[src/rtl/combo_lock_fsm.sv]
// rtl/combo_lock_fsm.sv - keypad combination lock with fail counting and timed lockout
module combo_lock_fsm #(
  parameter int CODE_LEN       = 4,
  parameter int KEY_W          = 4,
  parameter logic [KEY_W*CODE_LEN-1:0] CODE = 16'h1234,
  parameter int MAX_FAIL       = 3,
  parameter int OPEN_CYCLES    = 100,
  parameter int LOCKOUT_CYCLES = 200
) (
  input  logic                            clk,
  input  logic                            reset,
  input  logic                            key_pulse,
  input  logic [KEY_W-1:0]                key_code,
  input  logic                            clear_pulse,
  input  logic                            lock_pulse,
  output logic                            unlocked,
  output logic                            error,
  output logic                            locked_out,
  output logic [$clog2(CODE_LEN+1)-1:0]   digits_entered
);

  localparam int CNT_W   = $clog2(CODE_LEN + 1);
  localparam int FAIL_W  = $clog2(MAX_FAIL + 1);
  localparam int T_MAX   = (OPEN_CYCLES > LOCKOUT_CYCLES) ? OPEN_CYCLES : LOCKOUT_CYCLES;
  localparam int TIMER_W = $clog2(T_MAX + 1);

  localparam logic [1:0] S_ENTRY   = 2'd0;
  localparam logic [1:0] S_OPEN    = 2'd1;
  localparam logic [1:0] S_FAIL    = 2'd2;
  localparam logic [1:0] S_LOCKOUT = 2'd3;

  localparam logic [CNT_W-1:0]   LAST_IDX = CNT_W'(CODE_LEN - 1);
  localparam logic [FAIL_W-1:0]  FAIL_MAX = FAIL_W'(MAX_FAIL);
  localparam logic [TIMER_W-1:0] T_OPEN   = TIMER_W'(OPEN_CYCLES);
  localparam logic [TIMER_W-1:0] T_LOCK   = TIMER_W'(LOCKOUT_CYCLES);
  localparam logic [TIMER_W-1:0] T_ONE    = TIMER_W'(1);

  logic [1:0]         state;
  logic [CNT_W-1:0]   count;
  logic               mismatch;
  logic [FAIL_W-1:0]  fail_cnt;
  logic [TIMER_W-1:0] timer;

  // Digit table padded to the full index range so count can address it directly.
  logic [KEY_W-1:0] code_arr [2**CNT_W];
  for (genvar g = 0; g < 2**CNT_W; g++) begin : g_code
    if (g < CODE_LEN) begin : g_used
      assign code_arr[g] = CODE[KEY_W*(CODE_LEN-g)-1 -: KEY_W];
    end else begin : g_pad
      assign code_arr[g] = '0;
    end
  end

  logic              digit_bad;
  logic [FAIL_W-1:0] fail_next;
  assign digit_bad = (key_code != code_arr[count]);
  assign fail_next = (fail_cnt == FAIL_MAX) ? fail_cnt : fail_cnt + 1'b1;

  always_ff @(posedge clk or posedge reset) begin
    if (reset) begin
      state    <= S_ENTRY;
      count    <= '0;
      mismatch <= 1'b0;
      fail_cnt <= '0;
      timer    <= '0;
    end else begin
      case (state)
        S_ENTRY: begin
          if (clear_pulse) begin
            count    <= '0;
            mismatch <= 1'b0;
          end else if (key_pulse) begin
            if (count == LAST_IDX) begin
              count    <= '0;
              mismatch <= 1'b0;
              if (!mismatch && !digit_bad) begin
                state    <= S_OPEN;
                fail_cnt <= '0;
                timer    <= T_OPEN;
              end else begin
                fail_cnt <= fail_next;
                if (fail_next == FAIL_MAX) begin
                  state <= S_LOCKOUT;
                  timer <= T_LOCK;
                end else begin
                  state <= S_FAIL;
                end
              end
            end else begin
              count    <= count + 1'b1;
              mismatch <= mismatch | digit_bad;
            end
          end
        end
        S_OPEN: begin
          if (lock_pulse || timer == T_ONE) begin
            state <= S_ENTRY;
            timer <= '0;
          end else begin
            timer <= timer - 1'b1;
          end
        end
        S_FAIL: state <= S_ENTRY;
        S_LOCKOUT: begin
          if (timer == T_ONE) begin
            state    <= S_ENTRY;
            fail_cnt <= '0;
            timer    <= '0;
          end else begin
            timer <= timer - 1'b1;
          end
        end
        default: state <= S_ENTRY;
      endcase
    end
  end

  assign unlocked       = (state == S_OPEN);
  assign error          = (state == S_FAIL);
  assign locked_out     = (state == S_LOCKOUT);
  assign digits_entered = count;

endmodule

[config.mk]
export PLATFORM = sky130hd
export DESIGN_NAME = combo_lock_fsm
export DESIGN_NICKNAME = d
export VERILOG_FILES = /design/src/rtl/combo_lock_fsm.sv
export SDC_FILE = /design/constraint.sdc
export NUM_CORES = 1
export LEC_CHECK = 0
export ABC_CLOCK_PERIOD_IN_PS = 2200
export BUFFER_PORTS_ARGS = -buffer_cell sky130_fd_sc_hd__buf_2
export CAP_MARGIN = 20
export CORE_UTILIZATION = 55
export DETAILED_ROUTE_END_ITERATION = 10
export PLACE_DENSITY = 0.77
export SKIP_LAST_GASP = 1
export SLEW_MARGIN = 10
export SYNTH_ARGS = -nofsm -noshare
export SYNTH_HDL_FRONTEND = slang
export SYNTH_SLANG_ARGS = --single-unit
[constraint.sdc]
create_clock -name clk -period 2.2 [get_ports clk]
set_input_delay 0 -clock clk [delete_from_list [all_inputs] [get_ports clk]]
set_output_delay 0 -clock clk [all_outputs]
set_load 0.05 [all_outputs]
==> results of run 1 <==
## layer usage
metal / vias to the layer above / wire length [um] / part of all wire (%)
li1: 458 / - / -
met1: 448 / 1060 / 47
met2: 19 / 1080 / 48
met3: 6 / 83 / 3.7
met4: 0 / 23 / 1.0
met5: - / 0 / 0
## power groups by stage
stage / Combinational [mW] / Sequential (mW) / Clock, mW
CTS: 0.210 / 0.361 / 0.206
floorplan: 0.146 / 0.371 / 0
detailed placement: 0.205 / 0.367 / 0
global placement: 0.202 / 0.365 / 0
finish: 0.211 / 0.362 / 0.199
global route: 0.237 / 0.367 / 0.216
## cell usage after synthesis
master / number / area, um^2
a211o_1: 1 / 8.76
inv_1: 8 / 30.0
o31a_2: 1 / 10.0
o211ai_1: 1 / 7.51
nor4_1: 1 / 6.26
a32o_1: 1 / 10.0
nor3_1: 4 / 20.0
o41ai_1: 1 / 8.76
o32a_1: 1 / 10.0
or3_1: 2 / 12.5
o311ai_0: 3 / 26.3
nand3_1: 1 / 5.00
o31ai_2: 1 / 12.5
nor4_4: 1 / 21.3
nand2_1: 9 / 33.8
dfrtp_1: 16 / 400
buf_2: 2 / 10.0
o22ai_1: 1 / 6.26
o31ai_1: 2 / 15.0
o2111ai_1: 1 / 8.76
mux2_4: 1 / 15.0
nor4b_1: 2 / 17.5
o211ai_2: 1 / 12.5
or4_1: 1 / 7.51
o21a_1: 3 / 22.5
clkbuf_1: 1 / 3.75
o21ai_0: 14 / 70.1
or4b_1: 1 / 10.0
nor2_1: 10 / 37.5
nor2b_1: 5 / 31.3
a21oi_1: 5 / 25.0
or4b_4: 1 / 13.8
nor3_2: 1 / 10.0
nand2b_1: 3 / 18.8
ha_1: 3 / 37.5
xor2_1: 1 / 8.76
## worst register-to-register path, cell delays in order, from the launching register on
cell and delay [ns]:
dfrtp_1 0.43, inv_1 0.12, ha_1 0.17, or4b_4 0.51, o211ai_2 0.19, buf_4 0.17
nor2_1 0.04, o21ai_0 0.18, o311ai_1 0.15
## registers in the layout (all words and copies together) (netlist names)
register and flops:
mismatch 1, digits_entered 3, state 2, timer 8, fail_cnt 2
## layout by cell type (no fill, tap or decap), types with 2 or more instances in the layout
cell,netlist,layout
nand2_1,9,9
buf_4,0,7
buf_2,2,14
o31ai_1,2,2
ha_1,3,3
inv_1,8,8
a21oi_1,5,5
nor2b_1,5,5
nor3_1,4,4
o21ai_0,14,14
nor2_1,10,10
or3_1,2,2
clkbuf_4,0,3
dfrtp_1,16,15
nand2b_1,3,3
o311ai_1,0,2
nor4b_1,2,2
o21a_1,3,3
## worst min-delay path by stage
stage,startpoint,end,slack (ns)
3_5_place_dp,reset,timer[5]$_DFFE_PP0P_,0.11
2_1_floorplan,reset,digits_entered[1]$_DFFE_PP0P_,-0.09
4_1_cts,clear_pulse,digits_entered[2]$_DFFE_PP0P_,0.04
3_3_place_gp,reset,mismatch$_DFFE_PP0P_,0.1
6_report,clear_pulse,digits_entered[2]$_DFFE_PP0P_,0.05
5_1_grt,clear_pulse,digits_entered[2]$_DFFE_PP0P_,0.06
## through the flow
step                power, mW  setup slack, ns  instance area (um^2)
floorplan               0.517          0.00356                  1010
global placement        0.567            0.189                  1150
detailed placement      0.572            0.169                  1150
CTS                     0.778           0.0694                  1190
global route            0.820          0.00547                  1190
finish                  0.772            0.101                  1190
## what timing repair did
action,4_1_cts,5_1_grt
gates resized for setup,0,2
setup endpoints to repair,0,2
hold buffers,1,0
hold endpoints to repair,16,0
## cells by family (layout without fill, tap and decap cells)
group	after synthesis	count (layout)	synth area share, %
xor+xnor	1	1	0.872
buf+inv	11	34	4.36
compound gates	37	37	25.3
simple gates	42	42	24.4
mux	1	1	1.49
flops	16	16	39.9
fa+ha+maj	3	3	3.74
## area by class of cell
| class | count | area [um^2] |
|---|---|---|
| multi-input combinational | 84 | 561 |
| fill | 161 | 534 |
| sequential | 16 | 402 |
| timing repair buffer | 22 | 133 |
| clock buffer | 4 | 36.3 |
| tap | 25 | 31.3 |
| inverter | 8 | 30.0 |
==> results.txt, run 1 <==
* Hold-critical path depth: 3
- Total clock sinks: 16
- Worst reg2reg setup slack: 0.10 ns
* Post-Route Skew: ~0.0048 ns
- Outcome: finished, final reports clean
- Hold is met by 0.0455 ns.
* Clock group share of total power: 25.7%
* Destination of the worst register-to-register timing path: timer[2]$_DFFE_PP0P_
- Walking the worst path, the cells encountered are inv_1 -> ha_1 -> or4b_4 -> o211ai_2 -> buf_4 -> nor2_1 -> o21ai_0 -> o311ai_1.
- Worst hold-check path type: primary input to flop
- Synthesis-stage register bit count: 16
* PD cells: about 650 mW/mm^2
* Critical Path Source Type: flop
* Worst Max-Slew Pin Slew: just over 0.6 ns
- By startpoint and endpoint, the worst setup path is classified as flop to flop.
- Boundary Pins: 15
- Number of cell rows: 15
* Iteration count of the initial detailed-routing pass: 4
- Worst Path Arrival: about 2.3 ns
* Initial cell density of the core: 58.2%
- Number of cells on the critical path: 8
- Number of buffers created by CTS: 3
* Via count: around 930
- Excluding fillers, the count of instances in the completed layout stands at ~160.
- Combined area of all synthesized cells: 0.00100 mm^2
- Iter 0 DRT Violations: 33
* Number of max-cap violations: 0
* Share of synthesized area occupied by flip-flops and latches: around two fifths
* Fin crit share: around 95%
* Clock-pin slew reported for the worst setup and hold paths after clock tree synthesis: 0.10 ns
- In this run the most used layer during global routing was met2.
- Registers are responsible for roughly 47% of the overall power.
- Gate family responsible for the most delay along the worst path: simple AND/OR/NAND/NOR gates
* Final Net Count: roughly 150
* Fraction of met3 tracks used by global routing: under 10%
- The root buffer cell chosen for the clock tree is clkbuf_4.
* # H-tree levels: 1
* Wire length of the first global-routing pass: approximately 3.7 mm
* Chip Width: roughly 45 um
- The analysis attributes to cell leakage a power of approximately 0.56 nW.
- The number of cells on the worst reg-to-reg path is 8.
- Critical-path top delay cell: or4b_4
* Distinct cell type count of the synthesized netlist: 36
- Timing would allow up to between 400 and 500 MHz.
* Proportion of total power due to net switching: 32.7%
- At the end of routability-driven placement, the weighted congestion stood at 0.817.
* Number of buffer cells added on primary ports: 14
- Die area: 0.00200 mm^2
* Peak supply drop: between 0.3 and 0.4 mV
* Crit path from: timer[1]$_DFFE_PP0P_
* Detailed-placement wirelength estimate: 1.66 mm
- The internal portion of the total power is around 520 uW.
* Largest net degree at the start of global routing: 17
- Number of antenna-violating nets in the routed design: 0
* Maximum fanout encountered on the critical timing path: 7
- Count of final hold-check violations: 0
* Fraction of layout cells with a size suffix above 1: around 25%
- Global routing used between 40% and 50% of the available met2 tracks.
- DRC violation count after routing: 0
- Placeable core region: 0.00173 mm^2
* Number of buffers and inverters on the critical path: 2
- Final-report setup violation count: 0
- Setup crit end kind: flop
- Comb power frac: 27.3%
- Met1 track utilization from global routing: between 30% and 40%
* Area overhead of the layout relative to synthesis: 18.7%
* Via count of the first global-routing pass: 869
* Slowest stage delay, CP: approximately 0.51 ns
- Summed over all layers, the global routing overflow is 0.
* Worst reg2reg path startpoint: timer[1]$_DFFE_PP0P_
* WP data required: between 2 and 2.5 ns
* Height of the chip: approximately 45 um
* Total wire length: approximately 2.2 mm
- Worst slew slack as a fraction of its limit: about three fifths
* CTS tree: done
* Post-CTS setup buffers: 0
- The number of antenna diodes in the final layout is 0.
- Synth warnings: 0
- Number of placed cells counting well taps: between 150 and 200
- Total Neg Setup Slack: 0 ns
- Across every metal layer, demand over resource in global routing totals around a quarter.
* End-of-flow core utilization: between 60% and 70%
* Number of buffers on the longest clock path: 2
- Critical Path Sink: timer[2]$_DFFE_PP0P_
* Syn Nets: roughly 120
* Antenna violations before repair: 0
- Dividing the detail-routed via count by the number of cells gives between 5 and 6.
- Dividing the synthesized area by the synthesized cell count gives between 9 and 10 um^2.
- Counting I/O delays and the setup requirement, the final critical path takes about 2.1 ns.
* Power dissipated by switching net loads: approximately 250 uW
- Average wire per cell in the routed design: 14.1 um
* Fin. max-slew vios: 0
- RSZ-0062 raised after global routing: false
* Count of mapped cells out of synthesis: around 110
- Clock insertion delay at the later pin of the skew report: 0.29 ns
Power figures use the tool's default switching activity.
==> inputs of run 2 (changes only) <==
- ABC_AREA: unset -> 1
==> run 2 against run 1 <==
- core utilization is 0.46 points higher
- critical endpoint is now timer[5]$_DFFE_PP0P_
- sequential power down 7.2%
- register-to-register slack gained 0.51 ns
- design area increased by 5.0%
- via count up 8.3%
- largest cell class unchanged
- synthesized area up 10%
- combinational power fell by 27%
- sequential share of layout area down 1.7 points
- synthesized cell count is 41% higher
- cell count rose by 26%
==> results.txt, run 2 <==
- Outcome: finished, final reports clean (unchanged).
- The initial antenna violation count is 0 (unchanged).
- Syn Nets: 168 (was 123)
- The critical path capture point type is a flop (unchanged).
* DRC violation count after routing: 0 (unchanged)
* Post-synth top area cell: dfrtp_1 (unchanged)
- The buffer and inverter count on the worst path came to 0 (was 2).
- The via total after detailed routing was 1008 (was 931).
- The detailed-route wire length was 2.24 mm (about the same).
- The actual transition at the worst max-transition pin came to 0.609 ns (was 0.621 ns).
- The number of detailed-route iterations in the first pass is 4 (unchanged).
- Detailed-placement wirelength estimate: 1.73 mm (was 1.66 mm)
* # H-tree levels: 1 (unchanged)
* Count of mapped cells out of synthesis: 156 (was 111)
- The sum of negative setup slack was 0 ns (unchanged).
* Largest family of logic cells by synthesized area: simple AND/OR/NAND/NOR gates (was compound AO/OA/AOI/OAI gates)
- Number of max-cap violations: 0 (unchanged)
- Layout Cell Area excl Fill: 0.00125 mm^2 (was 0.00119 mm^2)
- Chip Width: 46.8 um (was 44.7 um)
* Filler-free cell count of the finished design: 200 (was 159)
- Number of antenna-violating nets in the routed design: 0 (unchanged)
- Synthesis-stage register bit count: 16 (unchanged)
* Final critical path time including I/O delays and setup: 1.59 ns (was 2.10 ns)
* Worst Path Arrival: 1.84 ns (was 2.25 ns)
- Die area: 0.00219 mm^2 (was 0.00200 mm^2)
- The adder-cell share of the synthesized area is 3.39% (was 3.74%).
- Main area contributors after synthesis: dfrtp_1, nand2_1, nand3_1 (was dfrtp_1, o21ai_0, ha_1).
- The maximum clock skew at final layout was 0.00817 ns (was 0.00480 ns).
- The maximum vdd ir drop was 0.480 mV (was 0.389 mV).
- Worst hold-check path type: primary input to flop (unchanged)
* Critical-path top delay cell: dfrtp_1 (was or4b_4)
* Number of cell rows: 15 (unchanged)
- Via count of the first global-routing pass: 897 (was 869)
- The average footprint of a synthesized cell is 7.09 um^2 (was 9.05 um^2).
- Most common cell after layout, fill and taps aside: nand2_1 (was dfrtp_1)
- Most instantiated cells after synthesis: nand2_1, inv_1, nand3_1 (was dfrtp_1, o21ai_0, nor2_1).
- The number of failing setup endpoints in the final timing report came to 0 (unchanged).
* Synth warnings: 0 (unchanged)
- Post-synthesis mux area share: 0.905% (was 1.49%)
* CTS tree: done (unchanged)
- Placeable core region: 0.00180 mm^2 (was 0.00173 mm^2)
- The part of the cycle the worst path needs is 72.1% (was 95.4%).
- The post-synthesis async set-or-reset flop share was 100% (unchanged).
* Largest net degree at the start of global routing: 17 (unchanged)
- Remaining global-route overflow: 0 (unchanged)
- The number of buffers added for setup after CTS was 0 (unchanged).
- RSZ-0062 raised after global routing: false (unchanged).
* Number of placed cells counting well taps: 194 (was 154)
* Root cell of the clock tree: clkbuf_4 (unchanged)
* Count of flip-flops with a built-in enable after synthesis: 0 (unchanged)
- The fraction of synthesized cell area in xor and xnor cells was 2.38% (was 0.872%).
- The type of element launching the critical path was a flop (unchanged).
- Fin. max-slew vios: 0 (unchanged)
- The number of antenna repair diodes is 0 (unchanged).
- The longest individual stage delay on the worst path was 0.42 ns (was 0.51 ns).
- Combined area of all synthesized cells: 0.00111 mm^2 (was 0.00100 mm^2)
- The number of flip-flops under the largest register name came to 8 (unchanged).
* Timing-limited maximum frequency: 631 MHz (was 477 MHz)
- Most prevalent standard cell on the critical path: nand2_1
* Area used by sequential logic in the layout: 400 um^2 (was 402 um^2)
- Maximum fanout encountered on the critical timing path: 10 (was 7)
- The number of buffers added on ports is 14 (unchanged).
- The clock transition at the register clock pins on the worst setup and hold paths after CTS came to 0.11 ns (was 0.10 ns).
- The net count of the finished layout came to 188 (was 147).
- The number of vias per cell after detailed routing was 5.04 (was 5.86).
- Fraction of layout cells with a size suffix above 1: 20.6% (was 24.6%)
- The static leakage power came to 0.744 nW (was 0.561 nW).
* Number of inserted filler cells in the final layout: 155 (was 161)
* Area of the multi-input gates: 604 um^2 (was 561 um^2)
- Count of final hold-check violations: 0 (unchanged)
* Initial cell density of the core: 61.4% (was 58.2%)
* PD cells: 556 mW/mm^2 (was 647 mW/mm^2)
* Area share of the largest cell type after synthesis: 36.2% (was 39.9%)
- The maximum number of buffers from clock root to sink is 2 (unchanged).
* Number of buffers created by CTS: 3 (unchanged)
- Sequence of cells on the critical path: ha_1 -> nand2_1 -> nand2_1 -> nand2_1 -> nor2_2 -> nand2_4 -> nand2_4 -> nand2_4 -> nand2_4 -> nand2_1 -> nand2_1 (was inv_1 -> ha_1 -> or4b_4 -> o211ai_2 -> buf_4 -> nor2_1 -> o21ai_0 -> o311ai_1).
- The area after detailed placement was 0.00120 mm^2 (was 0.00115 mm^2).
* Worst slew slack as a fraction of its limit: 59.4% (was 58.5%)
- The most frequently used cell type in the post-synthesis netlist is nand2_1 (was dfrtp_1).
- Worst Setup Path Type: flop to flop (unchanged)
* Largest register by flop count: timer (unchanged)
* Total GRT Usage: 23.6% (was 25.6%)
* Flip-flop cell with the highest count after synthesis: dfrtp_1 (unchanged)
* Clock insertion delay at the later pin of the skew report: 0.30 ns (was 0.29 ns)
* Total clock sinks: 16 (unchanged)
- Simple logic cell fraction of the synthesized area: 44.0% (was 24.4%)
- Total power consumption of the routed design: 696 uW (was 772 uW)
- The die height was 46.8 um (was 44.7 um).
- Gate family responsible for the most delay along the worst path: simple AND/OR/NAND/NOR gates (unchanged)
- Iter 0 DRT Violations: 22 (was 33)
- Share of synthesized area occupied by flip-flops and latches: 36.2% (was 39.9%)
* Average wire per cell in the routed design: 11.2 um (was 14.1 um)
* Synth Area in Compound Gates: 3.96% (was 25.3%)
* Final estimated routing congestion in global placement: 0.855 (was 0.817)
* Wire length of the first global-routing pass: 3.66 mm (was 3.74 mm)
- Distinct cell type count of the synthesized netlist: 21 (was 36)
- Most frequent cells in the layout: nand2_1, inv_1, nand3_1 (was dfrtp_1, o21ai_0, buf_2).
* WP data required: 2.45 ns (was 2.35 ns)
- The number of gates resized after CTS came to 0 (unchanged).
- The signed area change from the synthesized netlist to the final layout was 13.2% (was 18.7%).
- The boundary pin count was 15 (unchanged).
[run 2: changes by cell type after synthesis, moves of 5 or more]
cell     previous run  this run
o21ai_0            14         4
nor2b_1             5         0
inv_1               8        22
nand3_1             1        20
nand2_1             9        51
[run 2: layout make-up]
cell class / instances / share of cell area, %
Clock buffer: 4 / 2.90
Timing Repair Buffer: 16 / 7.19
Inverter: 24 / 7.19
Sequential cell: 16 / 32.0
Multi-Input combinational cell: 115 / 48.3
Tap cell: 25 / 2.50
[run 2: logic make-up (layout without fill, tap and decap cells)]
family,Yosys count,in the layout
AND/OR/NAND/NOR,100,100
buffers and inverters,25,44
flip-flops,16,16
AO/OA/AOI/OAI,8,8
adder cells (fa/ha/maj),3,3
XOR/XNOR,3,3
multiplexers,1,1
[run 2: per-stage QoR]
stage | utilization, % | setup slack [ns] | hold slack (ns)
2_1_floorplan | - | 0.471 | -0.0863
3_3_place_gp | 66.4 | 0.652 | 0.102
3_5_place_dp | 66.4 | 0.631 | 0.112
4_1_cts | 69.5 | 0.604 | 0.0601
5_1_grt | 69.5 | 0.463 | 0.0826
6_report | 69.5 | 0.614 | 0.0653
[run 2: timing repair]
item / CTS / global route
hold buffers: 2 / 0
hold endpoints to repair: 17 / 0
endpoints found under the setup margin: 0 / 0
[run 2: worst paths after layout]
kind                       slack [ns]                       endpoint  depth (start not counted)                           from
min in group asynchronous        0.31           timer[2]$_DFFE_PP0P_                          3                          reset
max                              0.61           timer[5]$_DFFE_PP0P_                         11  digits_entered[0]$_DFFE_PP0P_
max reg2reg                      0.61           timer[5]$_DFFE_PP0P_                         11  digits_entered[0]$_DFFE_PP0P_
max in group asynchronous        1.49  digits_entered[0]$_DFFE_PP0P_                          3                          reset
min                              0.07           state[0]$_DFFE_PP0P_                          4                     lock_pulse
min reg2reg                      0.52  digits_entered[0]$_DFFE_PP0P_                          1  digits_entered[0]$_DFFE_PP0P_
[run 2: layer usage]
layer	GRT usage, %	share of wire, %	vias up
li1	-	-	521
met1	32.1	49	456
met2	37.2	45	26
met3	3.46	3.5	5
met4	10.9	1.9	0
met5	0	0	-
[run 2: worst reg2reg max path, stage by stage, from the launching register on]
cell and delay, ns:
dfrtp_1 0.42, ha_1 0.33, nand2_1 0.06, nand2_1 0.05
nand2_1 0.05, nor2_2 0.16, nand2_4 0.10, nand2_4 0.07
nand2_4 0.09, nand2_4 0.09, nand2_1 0.07, nand2_1 0.05
[run 2: power breakdown]
group / internal (mW) / total [mW] / switching, mW
clock: 0.101 / 0.207 / 0.106
combinational: 0.0585 / 0.153 / 0.0944
sequential: 0.315 / 0.336 / 0.0205
==> inputs of run 3 (changes only) <==
- ABC_CLOCK_PERIOD_IN_PS: 2200 -> 1500
- clock period: 2.2 -> 1.5 ns (I/O delays scaled with it)
==> run 3 against run 2 <==
- the run now ends with negative hold slack, negative setup slack left
- clock power increased by 43%
- die area unchanged
- clock-buffer cell count unchanged
- cell count increased by 3.5%
- flip-flop and latch count unchanged
- largest cell class unchanged
- highest routed layer unchanged
- design area increased by 9.5%
- core utilization increased by 6.6 points
==> results.txt, run 3 (synthesized netlist as in run 2, its figures left out) <==
- Fraction of layout cells with a size suffix above 1: 31.3% (was 20.6%)
- End-of-flow core utilization: 76.1% (was 69.5%)
* Root cell of the clock tree: clkbuf_4 (unchanged)
* Number of buffers created by CTS: 3 (unchanged)
- The type of element launching the critical path is a flop (unchanged).
* Worst slew slack as a fraction of its limit: 59.4% (about the same)
- The proportion of power drawn by the clock network was 27.9% (was 29.8%).
- Number of max-cap violations: 0 (unchanged)
- Logic depth of the worst register-to-register path: 11 (unchanged)
* CTS tree: done (unchanged)
* Worst hold margin: -0.00595 ns (was 0.0653 ns)
- Chip Width: 46.8 um (unchanged)
- The number of detailed-route iterations in the first pass came to 4 (unchanged).
* Proportion of total power due to net switching: 32.2% (was 31.8%)
- Antenna violations before repair: 0 (unchanged)
* # H-tree levels: 1 (unchanged)
* Iter 0 DRT Violations: 37 (was 22)
- The placed wire-length estimate after detailed placement came to 1.82 mm (was 1.73 mm).
* Number of buffer cells added on primary ports: 14 (unchanged)
* Number of placed cells counting well taps: 196 (was 194)
- Die area: 0.00219 mm^2 (unchanged)
* Power dissipated by switching net loads: 343 uW (was 221 uW)
- Total power consumption of the routed design: 1.06 mW (was 696 uW)
- Number of cell rows: 15 (unchanged)
- Timing-limited maximum frequency: 663 MHz (was 631 MHz)
- The wire length per cell after detailed routing came to 12.4 um (was 11.2 um).
- Sequence of cells on the critical path: ha_4 -> nand2_2 -> nand2_2 -> nand2_2 -> nor2_4 -> nand2_4 -> nand2_4 -> nand2_8 -> nand2_8 -> nand2_1 -> nand2_1 (was ha_1 -> nand2_1 -> nand2_1 -> nand2_1 -> nor2_2 -> nand2_4 -> nand2_4 -> nand2_4 -> nand2_4 -> nand2_1 -> nand2_1).
- The number of flip-flops under the largest register name is 8 (unchanged).
- Largest register by flop count: timer (unchanged)
* WHS Endpoint: digits_entered[2]$_DFFE_PP0P_ (was state[0]$_DFFE_PP0P_)
- The maximum clock skew at final layout came to 0.00697 ns (was 0.00817 ns).
- RSZ-0062 raised after global routing: true (was false)
- Fin. max-slew vios: 0 (unchanged)
* Minimum setup slack in the final design: -0.00929 ns (was 0.614 ns)
* Outcome: finished, violations left (was finished, final reports clean)
- Boundary Pins: 15 (unchanged)
- The core box area came to 0.00180 mm^2 (unchanged).
- Placed cell areas: 0.00123 mm^2 (was 0.00120 mm^2)
* Total GRT Usage: 25.1% (was 23.6%)
- Per-cell via count in the routed design: 5.20 (was 5.04)
- Worst hold-check path type: primary input to flop (unchanged)
- Worst Max-Slew Pin Slew: 0.609 ns (about the same)
- Layout Cell Area excl Fill: 0.00137 mm^2 (was 0.00125 mm^2)
- Final-report setup violation count: 1 (was 0)
- N_diodes: 0 (unchanged)
- Height of the chip: 46.8 um (unchanged)
* Critical-path top delay cell: dfrtp_2 (was dfrtp_1)
- The final reports fail on negative hold slack, negative setup slack.
* Wire length of the first global-routing pass: 3.90 mm (was 3.66 mm)
* Total wire length: 2.57 mm (was 2.24 mm)
* Total clock sinks: 16 (unchanged)
- Total Neg Setup Slack: -0.00929 ns (was 0 ns)
- Via count: 1076 (was 1008)
* Maximum fanout encountered on the critical timing path: 5 (was 10)
* Clock-pin slew reported for the worst setup and hold paths after clock tree synthesis: 0.10 ns (was 0.11 ns)
- The terminus of the critical flop-to-flop path is timer[2]$_DFFE_PP0P_ (was timer[5]$_DFFE_PP0P_).
- Remaining global-route overflow: 0 (unchanged)
* Setup crit end kind: flop (unchanged)
* Number of buffers on the longest clock path: 2 (unchanged)
- The final critical-path required period is 1.51 ns (was 1.59 ns).
- The most common library cell in the layout ignoring fill and taps is nand2_1 (unchanged).
- The start of the worst register-to-register path is digits_entered[1]$_DFFE_PP0P_ (was digits_entered[0]$_DFFE_PP0P_).
- The post-placement worst setup slack is -0.0187 ns (was 0.631 ns).
- The required arrival time at the worst endpoint was 1.73 ns (was 2.45 ns).
- Peak supply drop: 0.616 mV (was 0.480 mV)
* DRC violation count after routing: 0 (unchanged)
- The non-filler instance count after layout was 207 (was 200).
* Worst Setup Path Type: flop to flop (unchanged)
- The number of hold violations in the final report was 1 (was 0).
* Clock insertion delay at the later pin of the skew report: 0.30 ns (about the same)
* Most frequent cells in the layout: nand2_1, inv_1, nand3_1 (unchanged)
* Comb power frac: 25.7% (was 22.0%)
* Initial cell density of the core: 61.4% (unchanged)
* Hold-critical path depth: 3 (was 4)
* Area overhead of the layout relative to synthesis: 24.0% (was 13.2%)
- Leak: 0.773 nW (was 0.744 nW)
* Number of antenna-violating nets in the routed design: 0 (unchanged)
- The layout filler cell count is 149 (was 155).
* Slowest stage delay, CP: 0.44 ns (was 0.42 ns)
- Worst reg2reg setup slack: -0.009 ns (was 0.61 ns)
- The part of the cycle the worst path needs is 101% (was 72.1%).
- Internal: 722 uW (was 475 uW)
- The ratio of total power to cell area is 776 mW/mm^2 (was 556 mW/mm^2).
* Final Net Count: 195 (was 188)
- The part of the power in registers was 46.4% (was 48.2%).
- Final estimated routing congestion in global placement: 0.891 (was 0.855)
- The signal arrival time at the worst endpoint is 1.74 ns (was 1.84 ns).
- Via count of the first global-routing pass: 952 (was 897)
- Most prevalent standard cell on the critical path: nand2_2 (was nand2_1)
* Largest net degree at the start of global routing: 17 (unchanged)
- The origin of the worst min-delay path was clear_pulse (was lock_pulse).
## run 3: cell types whose count changed in the layout (fill, tap and decap cells not counted), sizes merged
cell / change
buf: +7
dlygate4sd3: -1
nand2: +1
## run 3: cell type report
cell class	count	area [um^2]	area share, %
timing repair buffer	22	133	9.67
sequential	16	403	29.4
inverter	24	90.1	6.57
tap	25	31.3	2.28
clock buffer	4	36.3	2.65
multi-input combinational	116	678	49.5
## run 3: metal layers
layer | share of wire [%] | GRT usage, % | vias up
li1 | - | - | 538
met3 | 4.6 | 3.46 | 7
met2 | 48 | 42.5 | 37
met5 | 0 | 0 | -
met1 | 45 | 32.6 | 494
met4 | 2.2 | 9.14 | 0
## run 3: power groups by stage
stage	sequential, mW	clock, mW	combinational, mW
2_1_floorplan	0.512	0	0.164
3_3_place_gp	0.500	0	0.223
3_5_place_dp	0.502	0	0.230
4_1_cts	0.493	0.289	0.246
5_1_grt	0.497	0.323	0.302
6_report	0.494	0.297	0.274
## run 3: worst max-delay path, delay by kind of cell (launching register included)
family,cells,cell delay (ns)
adder cells (fa/ha/maj),1,0.28
flip-flops,1,0.44
AND/OR/NAND/NOR,10,0.73
## run 3: worst max path at each step
stage	end	depth (start not counted)	slack [ns]	start
after floorplan	timer[3]$_DFFE_PP0P_	10	-0.07	digits_entered[0]$_DFFE_PP0P_
after global placement	timer[5]$_DFFE_PP0P_	11	0.03	digits_entered[1]$_DFFE_PP0P_
after detailed placement	timer[2]$_DFFE_PP0P_	11	-0.02	digits_entered[1]$_DFFE_PP0P_
after CTS	timer[2]$_DFFE_PP0P_	11	-0.01	digits_entered[1]$_DFFE_PP0P_
after global routing	timer[2]$_DFFE_PP0P_	11	-0.09	digits_entered[1]$_DFFE_PP0P_
final	timer[2]$_DFFE_PP0P_	11	-0.009	digits_entered[1]$_DFFE_PP0P_
## run 3: what timing repair did
action	4_1_cts	5_1_grt
hold endpoints to repair	16	0
hold buffers	1	0
pin swaps	0	5
gates cloned	0	1
gates resized for setup	1	12
endpoints found under the setup margin	8	11
setup buffers	2	3
